[src/rtl/bit_pattern_gen.sv]
// bit_pattern_gen: builds an LSB-justified run of ones, one bit per clock.
// start launches a build; done stays up until start is released.
module bit_pattern_gen #(
    parameter int width = 8
) (
    input  logic             clk,
    input  logic             reset,
    input  logic             start,
    input  logic [3:0]       count_in,
    output logic             busy,
    output logic             z,
    output logic             done,
    output logic [width-1:0] pattern
);

    typedef enum logic [1:0] {
        S_IDLE,
        S_SHIFT,
        S_DONE
    } state_t;

    localparam logic [3:0]       WMAX = 4'(width);
    localparam logic [width-1:0] ONE  = width'(1);

    state_t           state;
    state_t           state_nx;
    logic [width-1:0] sr;
    logic [width-1:0] sr_nx;
    logic [3:0]       rem;
    logic [3:0]       rem_nx;
    logic [3:0]       load_cnt;

    // requests wider than the word saturate to an all-ones pattern
    assign load_cnt = (count_in > WMAX) ? WMAX : count_in;

    always_ff @(posedge clk) begin
        if (reset) begin
            state <= S_IDLE;
            sr    <= '0;
            rem   <= '0;
        end else begin
            state <= state_nx;
            sr    <= sr_nx;
            rem   <= rem_nx;
        end
    end

    always_comb begin
        state_nx = state;
        sr_nx    = sr;
        rem_nx   = rem;
        unique case (state)
            S_IDLE: begin
                if (start) begin
                    state_nx = S_SHIFT;
                    sr_nx    = '0;
                    rem_nx   = load_cnt;
                end
            end
            S_SHIFT: begin
                if (rem != 4'd0) begin
                    // shift form also covers width == 1
                    sr_nx  = (sr << 1) | ONE;
                    rem_nx = rem - 4'd1;
                end else begin
                    state_nx = S_DONE;
                end
            end
            S_DONE: begin
                if (!start) begin
                    state_nx = S_IDLE;
                end
            end
            default: begin
                state_nx = S_IDLE;
            end
        endcase
    end

    assign busy    = (state == S_SHIFT);
    assign done    = (state == S_DONE);
    assign z       = (rem == 4'd0);
    assign pattern = done ? sr : '0;

endmodule

[config.mk]
export PLATFORM = sky130hd
export DESIGN_NAME = bit_pattern_gen
export DESIGN_NICKNAME = d
export VERILOG_FILES = /design/src/rtl/bit_pattern_gen.sv
export SDC_FILE = /design/constraint.sdc
export NUM_CORES = 1
export LEC_CHECK = 0
export ABC_CLOCK_PERIOD_IN_PS = 1500
export CAP_MARGIN = 20
export CORE_UTILIZATION = 45
export CTS_BUF_LIST = sky130_fd_sc_hd__clkbuf_2
export CTS_CLUSTER_DIAMETER = 120
export CTS_CLUSTER_SIZE = 30
export DETAILED_ROUTE_END_ITERATION = 8
export HOLD_SLACK_MARGIN = 0.05
export PLACE_DENSITY = 0.79
export SETUP_SLACK_MARGIN = 0.02
export SYNTH_ARGS = -nofsm -noshare
export SYNTH_HDL_FRONTEND = slang
export SYNTH_SLANG_ARGS = --single-unit
[constraint.sdc]
create_clock -name clk -period 1.5 [get_ports clk]
set_input_delay 0.375 -clock clk [delete_from_list [all_inputs] [get_ports clk]]
set_output_delay 0.375 -clock clk [all_outputs]
set_load 0.05 [all_outputs]
==> impl_metrics.py <==
metrics = {
    "status": {
        "outcome": "complete, but fails checks",
        "violations": "setup timing",
    },
    "power_and_ir_drop": {
        "p_leak_nw": 0.530,
        "power_frac_seq": 0.302,
        "pwr-share-comb": 0.570,
        "powerDensity_mw_per_mm2": 1190,
        "switching_power_w": 0.000649,
        "swShare": 0.414,
        "clkPwrFrac": 0.129,
        "irDropWorstVdd_v": 0.000913,
        "internal-power_w": 0.000920,
    },
    "timing": {
        "slew_violations": 0,
        "hold_violations": 0,
        "max_slew.worst_pin.slew_ps": 324,
        "max_freq_ghz": 0.539,
        "fin_crit_sh": 1.24,
        "slew_headroom": 0.784,
        "finClkSkew_ps": 2.09,
        "setup_viol": 13,
        "fin_crit_ps": 1850,
        "setup_slack_ps": -354,
        "hold_slack_ps": 510,
        "rsz0062_at_grt": "true",
    },
    "critical_path": {
        "crit-reg2reg-launch": "rem[1]",
        "cp.depth": 5,
        "path_cells": "inv_2, ha_4, or3b_4, inv_8, buf_12",
        "critical_path.endpoint_type": "output port",
        "crit_family": "simple AND/OR/NAND/NOR gates",
        "cp_slowest_stage_delay_ps": 420,
        "crit_fanout": 2,
        "cp_slowest_cell": "or3b_4",
        "rrSetupSlack_ps": -50,
        "worstSetupPathType": "register to output port",
        "start_kind": "register",
        "rr_endpoint": "rem[0]",
        "cp.buffers_inverters": 3,
        "cp_data_arrival_time_ps": 1480,
        "reg2regPathDepth": 6,
        "cp.required_ps": 1120,
    },
    "synthesis": {
        "synth_cells": 91,
        "syn_area_um2": 767,
        "ys_types": 35,
        "async_flop_share": 0,
        "netlist_top_cells_area": "dfxtp_1 37%, and2_1 6.5%, a21oi_1 5.9%",
        "synth.top_cell.area_share": 0.365,
        "syn-num-nets": 99,
        "yosys_most_used_dff": "dfxtp_1",
        "synth_edf_count": 0,
        "synth_warnings": 0,
        "avgSynthCellArea_um2": 8.43,
        "synth_area_leader_cell": "dfxtp_1",
        "ys_ff_latch": 14,
        "yosysSeqAreaShare": 0.365,
    },
    "global_route": {
        "gr-usage-all-layers": 0.286,
        "grt_max_degree": 12,
        "antenna_found_initial": 0,
        "grt_pass1_wl_um": 3920,
        "grt-ovfl-total": 0,
        "grt_pass1_vias": 841,
    },
    "hold_path": {
        "hp-class": "register to register",
        "worstHoldPathCells": 2,
        "min-delay-start": "sr[7]",
        "min_to": "sr[7]",
    },
    "clock_network": {
        "cts_root_buf": "clkbuf_2",
        "cts_made_buffers": 3,
        "clk_latency_ps": 290,
        "cts_sinks": 14,
        "cts_max_level": 1,
        "cts_buffer_depth": 2,
        "path_clk_slew_ps": 160,
        "cts_tree": "built",
    },
    "die": {
        "dieArea_mm2": 0.00187,
        "rows": 14,
        "core_mm2": 0.00154,
        "die_h_um": 43.3,
        "initial_core_util": 0.498,
        "die_w_um": 43.3,
        "ios": 18,
    },
    "routing": {
        "wirelength_um": 2600,
        "drt-initial-drc-count": 25,
        "drc": 0,
        "firstDrtPassIters": 6,
        "wl_per_cell_um": 18.0,
        "via_count": 920,
        "detail_route.vias_per_cell": 6.39,
        "ant_nets": 0,
    },
    "finish": {
        "syn2layout_area_growth_pct": 71.5,
        "final_common_cell": "buf_4",
        "fillers": 69,
        "drive_gt1_frac": 0.484,
        "n_antenna_cell": 0,
        "nets": 137,
        "mostFrequentLayoutCells": "19 x buf_4, 11 x buf_12, 10 x dfxtp_1",
    },
    "run": {
        "drv_cap": 0,
    },
    "place": {
        "portBuffers": 17,
        "dpl_worst_slack_ps": -147,
        "dp_hpwl_um": 1450,
        "place.gp.congestion": 0.851,
    },
}
-- state kept, by name (all words and copies together) (netlist names) --
signal  flops
sr          8
state       2
rem         4
-- worst reg2reg max path: stages, from the launching register on --
cell      delay, ps
dfxtp_2         380
inv_2            60
ha_4            150
buf_4           140
nor4bb_4        150
or4_1           400
a31oi_1         200
-- synthesized netlist by cell type (2+ instances only) --
| cell | number |
|---|---|
| dfxtp_1 | 14 |
| a21oi_1 | 9 |
| and2_1 | 8 |
| nand3_1 | 7 |
| o21ai_1 | 6 |
| inv_1 | 5 |
| clkbuf_1 | 4 |
| nand2b_1 | 3 |
| nor2_1 | 3 |
| o21ai_0 | 3 |
| buf_2 | 2 |
| nand2_1 | 2 |
| nor2b_1 | 2 |
| or4_1 | 2 |
-- cells by family (layout without fill, tap and decap cells) --
group	Yosys count	after routing	share of synthesized area
AO/OA/AOI/OAI	27	27	0.222
flip-flops	14	14	0.365
buffers and inverters	12	48	0.0718
adder cells (fa/ha/maj)	1	1	0.0163
AND/OR/NAND/NOR	35	36	0.297
multiplexers	2	2	0.0277
-- repair_timing --
item,CTS,global route
setup endpoints to repair,11,24
pin swaps,11,2
cloned,1,0
resized for setup,10,7
setup buffers,6,2
endpoints found under the hold margin,0,0
hold buffers,0,0
-- per-stage QoR --
step                area (µm²)   util  instances  TNS (ps)  power (W)
detailed placement        1180  0.766        131      -498    0.00119
CTS                       1280  0.831        142     -1390    0.00147
global route              1320  0.853        144     -2400    0.00163
finish                    1320  0.853        144     -1580    0.00157
floorplan                  826      -         91         0   0.000933
global placement          1180  0.766        131      -345    0.00117
-- layer usage --
layer | global-route usage | routed length (µm) | vias to the layer above
met4 | 0.145 | 121 | 0
met2 | 0.499 | 1290 | 71
li1 | - | - | 398
met3 | 0.0298 | 213 | 23
met5 | 0 | 0 | -
met1 | 0.341 | 967 | 428
-- worst max path at each step --
stage           start  endpoint  slack, ps
2_1_floorplan  rem[1]         z          4
3_3_place_gp    start    rem[0]       -110
3_5_place_dp    start    rem[3]       -150
4_1_cts        rem[0]         z       -340
5_1_grt        rem[0]         z       -400
6_report       rem[0]         z       -350
-- final cells by class --
class,count,area [µm²],area share
Sequential cell,14,290,0.221
Multi-Input combinational cell,66,503,0.382
Tap cell,16,20.0,0.0152
Clock inverter,1,3.75,0.00285
Clock buffer,3,15.0,0.0114
Inverter,5,26.3,0.0200
Timing Repair Buffer,39,457,0.347
-- power by group through the flow --
stage	registers, W	clock network (W)	logic [W]
after floorplan	0.000461	0	0.000472
after global placement	0.000461	0	0.000707
after detailed placement	0.000464	0	0.000728
after CTS	0.000462	0.000190	0.000815
after global routing	0.000475	0.000221	0.000929
final	0.000473	0.000202	0.000893
No activity file was read; power rests on OpenSTA's default activity.
